===== src/rtl/traffic_pkg.sv =====
// Shared types and constants for the N-phase traffic sequencer.
// Latency: n/a (declarations only).
// Backpressure: n/a.
package traffic_pkg;

  typedef enum logic [1:0] {
    ST_ALLRED = 2'd0,
    ST_GREEN  = 2'd1,
    ST_YELLOW = 2'd2,
    ST_FLASH  = 2'd3
  } state_t;

  // Width of the phase index; a single approach still needs one bit.
  function automatic int phase_w(input int n);
    return (n < 2) ? 1 : $clog2(n);
  endfunction

  localparam int DEF_NUM_PHASES  = 4;
  localparam int DEF_TIMER_WIDTH = 4;
  localparam int DEF_GREEN_TIME  = 12;
  localparam int DEF_YELLOW_TIME = 3;
  localparam int DEF_ALLRED_TIME = 1;
  localparam int DEF_MIN_GREEN   = 4;

  // Seven-segment patterns, active-low, bit order gfedcba. Index = digit.
  localparam logic [6:0] SEG_BLANK = 7'b1111111;
  localparam logic [9:0][6:0] SEG_DIGITS = {
    7'b0010000,  // 9
    7'b0000000,  // 8
    7'b1111000,  // 7
    7'b0000010,  // 6
    7'b0010010,  // 5
    7'b0011001,  // 4
    7'b0110000,  // 3
    7'b0100100,  // 2
    7'b1111001,  // 1
    7'b1000000   // 0
  };

endpackage


===== src/rtl/seg7_decoder.sv =====
// BCD digit to active-low seven-segment pattern (gfedcba); codes >9 blank.
// Latency: combinational.
// Backpressure: none.
// Ports: bcd (in, 4) digit value; seg (out, 7) active-low segments.
module seg7_decoder
  import traffic_pkg::*;
(
  input  logic [3:0] bcd,
  output logic [6:0] seg
);

  always_comb begin
    seg = SEG_BLANK;
    if (bcd <= 4'd9) seg = SEG_DIGITS[bcd];
  end

endmodule


===== src/rtl/traffic_phase_ctrl.sv =====
// N-phase traffic-light sequencer: green/yellow/all-red rotation with gap-out and flash mode.
// Latency: state and lamps update on the clk edge of a tick strobe; all outputs registered.
// Backpressure: none; tick=0 freezes all sequencing state.
// Ports: clk, rstn (async active-low), tick, demand[N], flash_req in;
//        green/yellow/red[N], phase_idx, remaining, flashing out.
// Optional: SEG_DISPLAY_EN adds seg[6:0] (active-low gfedcba) and an[1:0]
//           (active-low digit enables) showing remaining+1 in decimal.
module traffic_phase_ctrl
  import traffic_pkg::*;
#(
  parameter int NUM_PHASES  = DEF_NUM_PHASES,
  parameter int TIMER_WIDTH = DEF_TIMER_WIDTH,
  parameter int GREEN_TIME  = DEF_GREEN_TIME,
  parameter int YELLOW_TIME = DEF_YELLOW_TIME,
  parameter int ALLRED_TIME = DEF_ALLRED_TIME,
  parameter int MIN_GREEN   = DEF_MIN_GREEN
) (
  input  logic                            clk,
  input  logic                            rstn,
  input  logic                            tick,
  input  logic [NUM_PHASES-1:0]           demand,
  input  logic                            flash_req,
  output logic [NUM_PHASES-1:0]           green,
  output logic [NUM_PHASES-1:0]           yellow,
  output logic [NUM_PHASES-1:0]           red,
  output logic [phase_w(NUM_PHASES)-1:0]  phase_idx,
  output logic [TIMER_WIDTH-1:0]          remaining,
  output logic                            flashing
`ifdef SEG_DISPLAY_EN
  ,
  output logic [6:0]                      seg,
  output logic [1:0]                      an
`endif
);

  localparam int PW = phase_w(NUM_PHASES);
  localparam int TW = TIMER_WIDTH;

  localparam logic [TW-1:0] G_LOAD  = TW'(GREEN_TIME - 1);
  localparam logic [TW-1:0] Y_LOAD  = TW'(YELLOW_TIME - 1);
  localparam logic [TW-1:0] A_LOAD  = TW'(ALLRED_TIME - 1);
  // Once remaining drops to this value MIN_GREEN ticks of green have been served.
  localparam logic [TW-1:0] GAP_MAX = TW'(GREEN_TIME - MIN_GREEN);
  localparam logic [PW-1:0] LAST_PH = PW'(NUM_PHASES - 1);

  state_t                state_q, state_n;
  logic [PW-1:0]         phase_n;
  logic [TW-1:0]         rem_n;
  logic                  first_q, first_n;  // still in the very first all-red after reset
  logic                  fy_q, fy_n;        // flash-mode yellow level
  logic [NUM_PHASES-1:0] cur_oh, nxt_oh, others;
  logic                  gap_out;
  logic [NUM_PHASES-1:0] green_n, yellow_n, red_n;

  always_comb begin
    cur_oh  = NUM_PHASES'(1) << phase_idx;
    others  = demand & ~cur_oh;
    gap_out = (remaining <= GAP_MAX) && !demand[phase_idx] && (|others);

    state_n = state_q;
    phase_n = phase_idx;
    rem_n   = remaining;
    first_n = first_q;
    fy_n    = fy_q;

    if (tick) begin
      case (state_q)
        ST_ALLRED: begin
          if (remaining != '0) begin
            rem_n = remaining - TW'(1);
          end else begin
            first_n = 1'b0;
            if (flash_req) begin
              state_n = ST_FLASH;
              rem_n   = '0;
              fy_n    = 1'b1;
            end else begin
              state_n = ST_GREEN;
              rem_n   = G_LOAD;
              if (!first_q)
                phase_n = (phase_idx == LAST_PH) ? '0 : phase_idx + PW'(1);
            end
          end
        end
        ST_GREEN: begin
          // Expiry and gap-out on the same tick collapse into one move to yellow.
          if (remaining == '0 || gap_out) begin
            state_n = ST_YELLOW;
            rem_n   = Y_LOAD;
          end else begin
            rem_n = remaining - TW'(1);
          end
        end
        ST_YELLOW: begin
          if (remaining == '0) begin
            state_n = ST_ALLRED;
            rem_n   = A_LOAD;
          end else begin
            rem_n = remaining - TW'(1);
          end
        end
        ST_FLASH: begin
          // phase_idx is untouched, so resuming rotates on to the next approach.
          if (!flash_req) begin
            state_n = ST_ALLRED;
            rem_n   = A_LOAD;
          end else begin
            fy_n = ~fy_q;
          end
        end
        default: state_n = ST_ALLRED;
      endcase
    end

    // Lamps are registered from the next state so they line up with it.
    nxt_oh   = NUM_PHASES'(1) << phase_n;
    green_n  = '0;
    yellow_n = '0;
    red_n    = '1;
    case (state_n)
      ST_GREEN:  begin green_n  = nxt_oh; red_n = ~nxt_oh; end
      ST_YELLOW: begin yellow_n = nxt_oh; red_n = ~nxt_oh; end
      ST_FLASH:  begin yellow_n = {NUM_PHASES{fy_n}}; red_n = '0; end
      default:   ;
    endcase
  end

  always_ff @(posedge clk or negedge rstn) begin
    if (!rstn) begin
      state_q   <= ST_ALLRED;
      phase_idx <= '0;
      remaining <= A_LOAD;
      first_q   <= 1'b1;
      fy_q      <= 1'b0;
      green     <= '0;
      yellow    <= '0;
      red       <= '1;
      flashing  <= 1'b0;
    end else begin
      state_q   <= state_n;
      phase_idx <= phase_n;
      remaining <= rem_n;
      first_q   <= first_n;
      fy_q      <= fy_n;
      green     <= green_n;
      yellow    <= yellow_n;
      red       <= red_n;
      flashing  <= (state_n == ST_FLASH);
    end
  end

`ifdef SEG_DISPLAY_EN
  logic       an_sel_q;  // 1: tens digit currently driven
  logic [7:0] disp_val;
  logic [3:0] digit;
  logic [6:0] seg_dec;

  // Digit is chosen for the selection that will be live after the edge,
  // so seg and an always change together.
  always_comb begin
    disp_val = 8'(remaining) + 8'd1;
    digit    = an_sel_q ? 4'(disp_val % 8'd10) : 4'(disp_val / 8'd10);
  end

  seg7_decoder u_seg7_decoder (
    .bcd (digit),
    .seg (seg_dec)
  );

  always_ff @(posedge clk or negedge rstn) begin
    if (!rstn) begin
      an_sel_q <= 1'b0;
      an       <= 2'b11;
      seg      <= SEG_BLANK;
    end else begin
      an_sel_q <= ~an_sel_q;
      an       <= an_sel_q ? 2'b10 : 2'b01;
      seg      <= (state_n == ST_FLASH) ? SEG_BLANK : seg_dec;
    end
  end
`endif

endmodule


===== config.mk =====
export PLATFORM = sky130hd
export DESIGN_NAME = traffic_phase_ctrl
export DESIGN_NICKNAME = d
export VERILOG_FILES = /design/src/rtl/traffic_pkg.sv /design/src/rtl/seg7_decoder.sv /design/src/rtl/traffic_phase_ctrl.sv
export SDC_FILE = /design/constraint.sdc
export NUM_CORES = 1
export LEC_CHECK = 0
export CORE_UTILIZATION = 47
export DETAILED_ROUTE_END_ITERATION = 10
export PLACE_DENSITY_LB_ADDON = 0.05
export SETUP_SLACK_MARGIN = 0.2
export SYNTH_ARGS = -nofsm -noshare
export SYNTH_HDL_FRONTEND = slang
export SYNTH_SLANG_ARGS = --single-unit

===== constraint.sdc =====
create_clock -name clk -period 3 [get_ports clk]
set_input_delay 0.3 -clock clk [delete_from_list [all_inputs] [get_ports clk]]
set_output_delay 0.3 -clock clk [all_outputs]
set_load 0.02 [all_outputs]

---- Word level (Yosys, flattened, before mapping) ----
Index checks and enable logic that the tools add are counted.
word-level totals
  register bits ........................... 23
  latch bits .............................. 0
  bits in writable memories ............... 0
  ROM bits ................................ 0
  input bits .............................. 8
  memories kept ........................... 0
cells by class
  add/subtract/negate cells ............... 2
  multiply operators ...................... 0
  div/mod/pow operators ................... 0
  order comparisons ....................... 2
  equal/unequal tests ..................... 8
  shifts and indexed selects .............. 2
  mux-type cells .......................... 29
  bitwise logic cells ..................... 5
  reduce and logical (&&, ||, !) cells .... 11
operator list
  operator                                                                      number
  2-bit two-way mux                                                             12
  4-bit two-way mux                                                             6
  4-bit case mux with 2 select lines                                            2
  4-bit case mux with 4 select lines                                            1
  2-bit == test, second input constant                                          5
  4-bit inverter                                                                2
  2-bit case mux with 4 select lines                                            1
  1-bit by 2-bit << shifter with 4-bit output, first input constant             2
  1-bit two-way mux                                                             5
  4-bit AND                                                                     1
  2-bit by 1-bit == test with 1-bit output, second input constant               2
  4-bit <= comparator, second input constant                                    1
  4-bit logical NOT                                                             1
  4-bit nonzero test                                                            1
  4-bit OR reduction                                                            1
  4-bit by 1-bit subtractor with 4-bit output, second input constant            1
  2-bit by 3-bit less-than comparator with 1-bit output, second input constant  1
  3-bit AND reduction                                                           1
  2-bit by 1-bit adder with 2-bit output, second input constant                 1
  1-bit binary-select mux with 2-bit select                                     1
  1-bit logical AND                                                             2
  2-bit logical NOT                                                             1
  2-bit inequality test, second input constant                                  1
  1-bit inverter                                                                2
  5 further kinds                                                               5

---- Logic depth before layout (Yosys ltp) ----
  depth after elaboration ................. 12
  gate-level depth with buffers ........... 10
  mapped depth without buffers ............ 10

---- Worst setup path before layout ----
Ideal clock, no wire load.
  path kind ............................... register -> register
  from .................................... register phase_idx[0]
  to ...................................... register red[1]
  arrival ................................. 2534 ps
  data required time ...................... 2923 ps
  setup slack ............................. 389 ps
  stages on the path, launching flop included .. 11
  clock period less this slack ............ 2611 ps
  cells stage by stage .................... dfrtp_1 > inv_1 > ha_1 > nor2b_1 > a2111oi_1 > a211oi_1 > a21oi_1 > a41oi_1 > ha_1 > nand2b_1 > a21bo_1
between the ends
  longest elaborated chain between the ends .. 12
  elaborated cells on any way between the ends .. 28
  those cells by class .................... 1 x add/sub; 4 x eq/ne; 2 x shift; 12 x mux; 3 x bitwise; 6 x reduce/logical
ends and longest elaborated chain
  item                                                                                                             RTL line                                            RTL
  start: declaration                                                                                               traffic_phase_ctrl.sv:26                            output logic [phase_w(NUM_PHASES)-1:0] phase_idx,
  start signal: assignment                                                                                         traffic_phase_ctrl.sv:141                           phase_idx <= phase_n;
  1-bit binary-select mux with 2-bit select / 1-bit by 2-bit << shifter with 4-bit output (equally long branches)  traffic_phase_ctrl.sv:58, traffic_phase_ctrl.sv:56
  1-bit two-way mux (implied by the code) / 4-bit inverter (equally long branches)                                 traffic_phase_ctrl.sv:58, traffic_phase_ctrl.sv:57
  1-bit logical NOT / 4-bit AND (equally long branches)                                                            traffic_phase_ctrl.sv:58, traffic_phase_ctrl.sv:57
  1-bit logical AND / 4-bit OR reduction (equally long branches)                                                   traffic_phase_ctrl.sv:58                            gap_out = (remaining <= GAP_MAX) && !demand[phase_idx] && (|others);
  1-bit logical AND *                                                                                              traffic_phase_ctrl.sv:58
  1-bit logical OR *                                                                                               traffic_phase_ctrl.sv:87                            if (remaining == '0 || gap_out) begin
  2-bit two-way mux *                                                                                              traffic_phase_ctrl.sv:87
  2-bit case mux with 4 select lines *                                                                             traffic_phase_ctrl.sv:67                            case (state_q)
  2-bit two-way mux *                                                                                              traffic_phase_ctrl.sv:66                            if (tick) begin
  via state_n[1]                                                                                                   traffic_phase_ctrl.sv:46                            state_t state_q, state_n;
  2-bit == test / 2-bit by 1-bit == test with 1-bit output (equally long branches)                                 traffic_phase_ctrl.sv:120                           case (state_n)
  2-bit OR reduction (no line)                                                                                     -
  4-bit case mux with 2 select lines *                                                                             traffic_phase_ctrl.sv:120
  via red_n[1]                                                                                                     traffic_phase_ctrl.sv:53                            logic [NUM_PHASES-1:0] green_n, yellow_n, red_n;
  end signal: assignment                                                                                           traffic_phase_ctrl.sv:147                           red <= red_n;
  end: declaration                                                                                                 traffic_phase_ctrl.sv:25                            output logic [NUM_PHASES-1:0] red,
Mark *: on every way through the listed nets, which the timed path passes. The rest lies on a longest branch. The select of a mux whose other input is x is not followed.
A chain may end at the register's enable or synchronous reset.

---- Worst setup path after layout ----
  from .................................... register phase_idx[0]
  to ...................................... register red[0]
Same word-level chain as after synthesis.

==> results.txt <==
Of the total power, the share spent switching nets is 45.8%. The final net count is 194. The portion of the clock cycle consumed by the worst path in the final layout is 87.0%.

The total number of vias is 1156. The highest ir drop seen on vdd is 653 uV. Across the whole layout, storage elements account for 583 um2. The DRC violation count after routing is 0.

The number of standard-cell rows in the floorplan is 19. After filler insertion, the fill cell instance count of the layout stands at 247. The post-layout total power is 1.93 mW. Dividing total power by cell area gives a power density of 1080 mW/mm2. The clock latency on the worst-skew pair came out at 0.31 ns. The total placed cells including tap cells is 198. The clock power share is 7.6%. Cell internal power was estimated by the tool at 1.05 mW. The final-layout worst hold slack came out at 0.500 ns. The warning count from the yosys run came out at 0.

The worst setup path is launched from a register. The largest net degree at the start of global routing came out at 24. The run finished with clean final reports. The first detailed-routing pass ran for 4 iterations.

For this run the aggregate overflow at the end of global routing stands at 0. The number of nets with antenna violations after routing came out at 0. CTS built an H-tree with a depth of 1. The synthesis-stage register bit count is 23. The setup fix buffers added after clock tree synthesis is 0. The sequential fraction of design power came out at 28.6%. The initial core utilization came out at 50.9%.

The final number of hold-violating endpoints came out at 0. After detailed routing, the average wire length per cell comes to 15.6 um. The data required time at the worst endpoint came out at 3.26 ns.

For this run, the leading register cell type out of synthesis is sky130_fd_sc_hd__dfrtp_1. The half-perimeter wire length after detailed placement came out at 2380 um. The region available for standard cell placement spans 0.00285 mm2. For this block, the initial DRC count from the detailed router was 36. The largest buffer count on any clock path is 2. TritonCTS built the clock tree. Summed over all layers, the routed wires come to 3160 um. The number of buffer cells added on primary ports is 26. The area taken by multi-input logic gates came out at 825 um2. The post-synthesis instance total is 144. Setup repair after global routing left no endpoint under its margin. The count of unique library cells instantiated by Yosys came out at 48.

The number of CTS-inserted buffers is 3. Summing every instance area after synthesis gives 0.00145 mm2. The combinational group share of total power is 63.8%. The category of the most critical setup path is register to register. The die outline width came out at 57.6 um. The highest fanout seen on the critical path is 8.

The number of enable flip-flop cells after synthesis came out at 0. The post-route worst setup slack is 0.391 ns. The number of global-route vias before repair is 1152. The max-slew violation total from the final report came out at 0. Compared with the post-synthesis result, the final layout area differs by 23.0%. The chip height is 57.6 um.

The summed negative setup slack over all endpoints came out at 0 ns. The transition at the pin with the smallest max-transition slack came out at 1.07 ns. The root buffer cell chosen for the clock tree is sky130_fd_sc_hd__clkbuf_4. The count of clock tree sinks is 23. The overall fraction of global-route tracks in use is 21.0%. The post-layout minimum cycle time is 2.61 ns.

The non-filler instance count after layout is 202. Timing would allow up to 383 MHz. The standby leakage power is 0.794 nW. The analysis attributes to net switching a power of 0.884 mW. The clock arrives with 0.00546 ns of skew. Before CTS, the worst setup slack after placement is 0.128 ns. The tightest slew margin relative to the limit is 28.6%. STA classifies the critical path endpoint as a register.

The ratio of cells with drive above 1 in the final layout came out at 14.0%. In this run, post-CTS repair resized a total of 2 instances. The number of buffers inserted by hold repair at cts came out at 0. Of all flip-flops after synthesis, the portion carrying an async set or reset was 100%.

The average vias per placed instance is 5.72. The fraction of the yosys area taken by sequential cells is 40.1%. The number of diodes added for antenna fixing came out at 0. The number of nets in the synthesized netlist is 166. The I/O pin count came out at 27.

The number of max-capacitance violations reported is 0. The final weighted congestion in routability-driven placement came out at 0.847. Clock-pin slew was measured on the worst setup and hold paths at 0.13 ns.

The first global-routing pass estimated 5320 um of wire. The data arrival at the endpoint of the critical path came out at 2.86 ns. The initial antenna violation count came out at 0. The final setup violation count is 0. The full die area came out at 0.00332 mm2. The class of the tightest hold or removal check is register to register. The average size of a mapped cell came out at 10.1 um2.
==> worst paths after layout <==
check                                    endpoint  slack (ns)  depth (start not counted)                   start
max                              red[0]$_DFF_PN1_        0.39                         10  phase_idx[0]$_DFF_PN0_
min                           first_q$_DFFE_PN1P_        0.50                          1     first_q$_DFFE_PN1P_
max reg2reg                      red[0]$_DFF_PN1_        0.39                         10  phase_idx[0]$_DFF_PN0_
min reg2reg                   first_q$_DFFE_PN1P_        0.50                          1     first_q$_DFFE_PN1P_
max in group asynchronous  phase_idx[0]$_DFF_PN0_        1.75                          1                    rstn
min in group asynchronous      green[2]$_DFF_PN0_        0.55                          1                    rstn
==> power groups by stage <==
stage,logic [mW],clock network [mW],registers [mW]
floorplan,0.732,0,0.653
global placement,1.15,0,0.550
CTS,1.20,0.148,0.549
finish,1.23,0.146,0.552
detailed placement,1.19,0,0.551
global route,1.35,0.169,0.575
==> area by class of cell <==
| type | count | area share (%) |
|---|---|---|
| Clock buffer | 3 | 1.26 |
| Clock inverter | 1 | 0.280 |
| Inverter | 12 | 2.52 |
| Multi-Input combinational cell | 105 | 46.1 |
| Sequential cell | 23 | 32.6 |
| Tap cell | 31 | 2.17 |
| Timing Repair Buffer | 27 | 15.0 |
==> metrics by stage <==
stage	utilization, %	instance area (um2)
after CTS	61.5	1750
after global routing	62.6	1790
final	62.6	1790
after global placement	60.4	1720
after floorplan	-	1450
after detailed placement	60.4	1720
==> flip-flops by register name (all words and copies together), names as in the netlist <==
| register | count |
|---|---|
| green | 4 |
| red | 4 |
| remaining | 4 |
| yellow | 4 |
| phase_idx | 2 |
| state_q | 2 |
| first_q | 1 |
| flashing | 1 |
| fy_q | 1 |
==> worst max-delay path, cell delays in order, from the launching register on <==
cell,delay (ns)
sky130_fd_sc_hd__dfrtp_2,0.51
sky130_fd_sc_hd__inv_2,0.14
sky130_fd_sc_hd__ha_1,0.17
sky130_fd_sc_hd__nor2b_1,0.07
sky130_fd_sc_hd__a2111oi_4,0.36
sky130_fd_sc_hd__a211oi_2,0.10
sky130_fd_sc_hd__a21oi_1,0.28
sky130_fd_sc_hd__a41oi_2,0.20
sky130_fd_sc_hd__ha_1,0.36
sky130_fd_sc_hd__nand2b_1,0.15
sky130_fd_sc_hd__a21bo_1,0.21
==> Yosys cell counts, types with 2 or more instances <==
cell type | n | area [um2]
sky130_fd_sc_hd__inv_1 | 12 | 45.0
sky130_fd_sc_hd__ha_1 | 14 | 175
sky130_fd_sc_hd__dfstp_2 | 5 | 131
sky130_fd_sc_hd__dfrtp_1 | 18 | 450
sky130_fd_sc_hd__a22o_1 | 2 | 17.5
sky130_fd_sc_hd__nand2b_1 | 3 | 18.8
sky130_fd_sc_hd__and2_1 | 2 | 12.5
sky130_fd_sc_hd__nand3_1 | 3 | 15.0
sky130_fd_sc_hd__o31ai_1 | 3 | 22.5
sky130_fd_sc_hd__nor2b_1 | 5 | 31.3
sky130_fd_sc_hd__o21ai_0 | 9 | 45.0
sky130_fd_sc_hd__nor2_1 | 10 | 37.5
sky130_fd_sc_hd__a21oi_1 | 7 | 35.0
sky130_fd_sc_hd__nand2_1 | 10 | 37.5
sky130_fd_sc_hd__mux2i_1 | 4 | 40.0
sky130_fd_sc_hd__nor3_1 | 2 | 10.0
sky130_fd_sc_hd__a21bo_1 | 2 | 20.0
sky130_fd_sc_hd__o2bb2ai_1 | 3 | 26.3
==> cell families (layout without fill, tap and decap cells) <==
kind of cell | after synthesis | after routing | synth area share, %
flip-flops | 23 | 23 | 40.1
multiplexers | 5 | 5 | 4.31
AO/OA/AOI/OAI | 39 | 39 | 19.1
AND/OR/NAND/NOR | 46 | 46 | 18.2
XOR/XNOR | 1 | 1 | 0.603
adder cells (fa/ha/maj) | 14 | 14 | 12.1
buffers and inverters | 16 | 43 | 5.68
==> placed cells by master (no fill, tap or decap), drive strengths merged, types with 2 or more instances in the layout <==
master	instances
clkdlybuf4s50	26
dfrtp	18
ha	14
inv	12
nor2	10
nand2	10
o21ai	10
a21oi	7
nor2b	5
dfstp	5
mux2i	4
nand2b	3
nand3	3
o2bb2ai	3
o31ai	3
clkbuf	3
a22o	3
a21bo	3
and2	3
nor3	2
nor3b	2
or2b	2
==> routing by layer <==
layer / wire, um / up-vias / track usage (%)
met5: 0 / - / 0
met3: 141 / 5 / 3.17
met1: 1420 / 556 / 28.8
met2: 1560 / 35 / 34.2
li1: - / 560 / -
met4: 29 / 0 / 6.62
Note: power is estimated with default switching activity, not from simulation.
==> variant 1 (same flow settings) <==
Register the inputs `tick`, `demand` and `flash_req` before use. The logic sees them one clock later. Comments in the files are not updated.
--- a/src/rtl/traffic_phase_ctrl.sv
+++ b/src/rtl/traffic_phase_ctrl.sv
@@ -43,6 +43,16 @@
   localparam logic [TW-1:0] GAP_MAX = TW'(GREEN_TIME - MIN_GREEN);
   localparam logic [PW-1:0] LAST_PH = PW'(NUM_PHASES - 1);
 
+  logic tick_q;
+  logic [NUM_PHASES-1:0] demand_q;
+  logic flash_req_q;
+
+  always_ff @(posedge clk) begin
+    tick_q      <= tick;
+    demand_q    <= demand;
+    flash_req_q <= flash_req;
+  end
+
   state_t                state_q, state_n;
   logic [PW-1:0]         phase_n;
   logic [TW-1:0]         rem_n;
@@ -54,8 +64,8 @@
 
   always_comb begin
     cur_oh  = NUM_PHASES'(1) << phase_idx;
-    others  = demand & ~cur_oh;
-    gap_out = (remaining <= GAP_MAX) && !demand[phase_idx] && (|others);
+    others  = demand_q & ~cur_oh;
+    gap_out = (remaining <= GAP_MAX) && !demand_q[phase_idx] && (|others);
 
     state_n = state_q;
     phase_n = phase_idx;
@@ -63,14 +73,14 @@
     first_n = first_q;
     fy_n    = fy_q;
 
-    if (tick) begin
+    if (tick_q) begin
       case (state_q)
         ST_ALLRED: begin
           if (remaining != '0) begin
             rem_n = remaining - TW'(1);
           end else begin
             first_n = 1'b0;
-            if (flash_req) begin
+            if (flash_req_q) begin
               state_n = ST_FLASH;
               rem_n   = '0;
               fy_n    = 1'b1;
@@ -101,7 +111,7 @@
         end
         ST_FLASH: begin
           // phase_idx is untouched, so resuming rotates on to the next approach.
-          if (!flash_req) begin
+          if (!flash_req_q) begin
             state_n = ST_ALLRED;
             rem_n   = A_LOAD;
           end else begin
Formal check against the unedited RTL: not equivalent (Yosys sat finds a counterexample within 4 cycles, from zero or initial values and one cycle with rstn low).
==> variant 1 against the unedited design <==
Total power fell by 1.6%. Cell area rose by 2.7%. The run now ends with DRC left. Fmax fell by 1.8%. Routed wire length fell by 10%. Sequential power rose by 13%. Via count rose by 0.52%. Clock skew rose by 0.0052 ns. Area after synthesis rose by 1.7%. Non-clock buffer count fell by 1. Sequential cell count rose by 6. Worst setup slack got worse by 0.048 ns. Combinational power fell by 15%.
==> variant 1: results (changes against the unedited design) <==
number of port buffers=26 (unchanged); status=finished, violations left (was finished, final reports clean); later-pin clock latency in the skew report=0.32 ns; routability cong.=0.8998 (was 0.8468); final wirelength=2.836 mm (was 3.156 mm); critical path peak fanout=10 (was 8); Hold Crit Class=primary input to flop (was flop to flop); first-pass GRT wire length=4.912 mm (was 5.319 mm); CP delay by family, top=compound AO/OA/AOI/OAI gates (unchanged); CTS root buffer=clkbuf_4 (unchanged); initial drt markers=43 (was 36); Peak VDD IR=0.0006033 V (was 0.0006534 V); most frequent cells after synthesis=dfrtp_1, ha_1, inv_1, nand2_1, o21ai_0 (was dfrtp_1, ha_1, inv_1); compound-gate portion of the synthesized area=0.1575 (was 0.1912); failing checks=DRC; P_leak=0.8346 nW (was 0.7942 nW); Adder-Cell Fraction of Synth Area=0.1262 (was 0.1206); yosys warns=0 (unchanged); count of cell types in the netlist=40 (was 48); placed inst area=0.001775 mm2 (was 0.001722 mm2); antenna cells=0 (unchanged); Nets=192 (was 194); DRC viols=5 (was 0); largest net degree at the start of global routing=24 (unchanged); synth top area cells=dfrtp_1, ha_1, dfstp_2 (unchanged); post_cts resized=0 (was 2); drt pass-1 iters=7 (was 4); max incr delay on CP=0.50 ns; top_reg_cell synth=dfrtp_1 (unchanged); max_slew headroom=0.3232 (was 0.2856); mux cell area share after synthesis=0.03556 (was 0.04307); FILL cells=251 (was 247); Clock transition at path regs=0.09 ns (was 0.13 ns); async set or reset register ratio after synthesis=0.7931 (was 1.000); Psw=0.7976 mW (was 0.8837 mW); share of cells above drive strength 1=0.09942 (was 0.1404); slowest stage cell on the critical path=dfrtp_2 (unchanged); Synth Net Count=161 (was 166); XOR/XNOR Fraction of Synth Area=0.005927 (was 0.006029); final-report setup violation count=0 (unchanged); register area share after synthesis=0.4750 (was 0.4005); GRT Util Overall=0.1974 (was 0.2102); Vias/cell=5.455 (was 5.723); vias in the first global route=1,077 (was 1,152); placed wire-length estimate=2.119 mm (was 2.375 mm); postcts setup bufs=0 (unchanged); clk buf depth=2 (unchanged); Fin Clk Skew=0.01065 ns (was 0.005461 ns); H-tree Lvls=2 (was 1); TritonCTS Buffers=5 (was 3); initial antenna violation count=0 (unchanged); Worst Path Arrival=2.93 ns (was 2.86 ns)
-- variant 1: layer usage --
| metal | track usage | up-vias | share of wire |
|---|---|---|---|
| li1 | - | 555 | - |
| met1 | 0.2439 | 563 | 0.45 |
| met2 | 0.3153 | 37 | 0.47 |
| met3 | 0.06696 | 7 | 0.056 |
| met4 | 0.08503 | 0 | 0.019 |
| met5 | 0 | - | 0 |
-- variant 1: area by class of cell --
| type | count | area (um2) | area share |
|---|---|---|---|
| multi-input combinational | 96 | 715.7 | 0.3899 |
| sequential | 29 | 703.2 | 0.3831 |
| timing repair buffer | 26 | 260.3 | 0.1418 |
| clock buffer | 8 | 58.81 | 0.03204 |
| tap | 42 | 52.55 | 0.02863 |
| inverter | 12 | 45.04 | 0.02454 |
-- variant 1: path summary, 6_finish.rpt --
| path | to | cells after the start | start | slack, ns |
|---|---|---|---|---|
| max | red[1] | 10 | phase_idx[0] | 0.34 |
| min | demand_q[3] | 1 | demand[3] | 0.41 |
| max reg2reg | red[1] | 10 | phase_idx[0] | 0.34 |
| min reg2reg | first_q | 1 | first_q | 0.49 |
| max in group asynchronous | phase_idx[0] | 1 | rstn | 1.80 |
| min in group asynchronous | remaining[0] | 1 | rstn | 0.52 |
-- variant 1: power groups by stage --
stage	clock network (mW)	logic (mW)	registers [mW]
6_report	0.239	1.04	0.625
4_1_cts	0.250	1.04	0.624
3_5_place_dp	0	1.03	0.632
3_3_place_gp	0	1.01	0.626
2_1_floorplan	0	0.602	0.725
5_1_grt	0.271	1.15	0.643
-- variant 1: per-stage QoR --
step                setup slack [ns]  std cells
floorplan                     0.3663        139
CTS                           0.2854        213
finish                        0.3430        213
global placement              0.3887        205
detailed placement            0.3150        205
global route                  0.2118        213
==> variant 2 (config.mk and constraints unchanged) <==
Without the edit above. Change the package constant `DEF_TIMER_WIDTH` from 4 to 6.
--- a/src/rtl/traffic_pkg.sv
+++ b/src/rtl/traffic_pkg.sv
@@ -16,7 +16,7 @@
   endfunction
 
   localparam int DEF_NUM_PHASES  = 4;
-  localparam int DEF_TIMER_WIDTH = 4;
+  localparam int DEF_TIMER_WIDTH = 6;
   localparam int DEF_GREEN_TIME  = 12;
   localparam int DEF_YELLOW_TIME = 3;
   localparam int DEF_ALLRED_TIME = 1;
Interface: changed (resized remaining); port bits go from 27 to 29. The function was not compared with the original's and may differ.
==> variant 2 against the unedited design <==
Sequential cell count rose by 2. Fmax fell by 4.8%. Critical path depth did not move. Area after synthesis rose by 12%. Cell area rose by 16%. Total power rose by 26%. Die area rose by 12%. Worst setup slack got worse by 0.13 ns. Synthesized cell count rose by 19%. Routed wire length rose by 21%. Largest cell class unchanged.
==> variant 2: results (changes against the unedited design) <==
placed inst area=0.002003 mm2 (was 0.001722 mm2); XOR/XNOR Fraction of Synth Area=0 (was 0.006029); Syn Area/Cell=9.534 um2 (was 10.09 um2); top-area cell type share of the netlist area=0.3070 (was 0.3101); Core ar.=0.003337 mm2 (was 0.002853 mm2); met1 WL=1.683 mm (was 1.424 mm); largest net degree at the start of global routing=16 (was 24); count of cell types in the netlist=51 (was 48); synth top area cells=dfrtp_1, ha_1, dfstp_2 (unchanged); max_slew headroom=0.5464 (was 0.2856); Synth Net Count=193 (was 166); CTS Sinks=25 (was 23); vias in the first global route=1,357 (was 1,152); share of cells above drive strength 1=0.2105 (was 0.1404); critical path peak fanout=5 (was 8); most frequent cells after synthesis=dfrtp_1, nand2_1, ha_1 (was dfrtp_1, ha_1, inv_1); Repair and plain buffers=39 (was 27); Vias/cell=5.561 (was 5.723); area of the multi-input gates=945.9 um2 (was 824.5 um2); Nets=232 (was 194); Seq/total area=0.3060 (was 0.3263); FILL cells=314 (was 247); Fin Clk Skew=0.001879 ns (was 0.005461 ns); first-pass GRT wire length=6.251 mm (was 5.319 mm); routed wl met3=113 um (was 141 um); placed wire-length estimate=2.906 mm (was 2.375 mm); Adder-Cell Fraction of Synth Area=0.1074 (was 0.1206); P_leak=0.9097 nW (was 0.7942 nW); status=finished, final reports clean (unchanged); GRT Util Overall=0.2300 (was 0.2102); Final Non-Filler Cells=255 (was 202); Worst Path Arrival=3.00 ns (was 2.86 ns); clk tree area frac=0.01446 (was 0.01541); met2 Usage GRT=0.4129 (was 0.3422); M1 GR Usage=0.2949 (was 0.2880); CP delay by family, top=simple AND/OR/NAND/NOR gates (was compound AO/OA/AOI/OAI gates); fraction of area in multi-input gates=0.4554 (was 0.4615); pre-CTS setup slack=0.2048 ns (was 0.1278 ns); grt met3 use=0.02559 (was 0.03175); compound-gate portion of the synthesized area=0.2018 (was 0.1912); post_cts resized=1 (was 2); Multi-input comb cells=129 (was 105); routability cong.=0.8515 (was 0.8468); placed insts=249 (was 198)
## variant 2: cell types whose count changed in the layout (fill, tap and decap cells not counted), sizes merged, moves of 3 or more
| cell | delta |
|---|---|
| a21o | +3 |
| a21oi | -4 |
| o21ai | +4 |
| nand2b | +7 |
| nor2b | -3 |
| buf | +10 |
| nand2 | +7 |
| or2 | +4 |
| a22o | -3 |
| o2bb2ai | -3 |
## variant 2: power breakdown
part	internal (mW)	total, mW	switching [mW]	leakage (nW)
clock network	0.0510	0.160	0.109	0.0139
logic	0.754	1.65	0.891	0.587
registers	0.500	0.628	0.128	0.309
total	1.30	2.43	1.13	0.910
## variant 2: worst paths after layout
path	startpoint	to	slack, ns
min in group clk	first_q	first_q	0.49
max	remaining[0]	red[0]	0.26
max reg2reg	remaining[0]	red[0]	0.26
min reg2reg	first_q	first_q	0.49
min	rstn	remaining[5]	0.36
max in group asynchronous	rstn	first_q	1.94
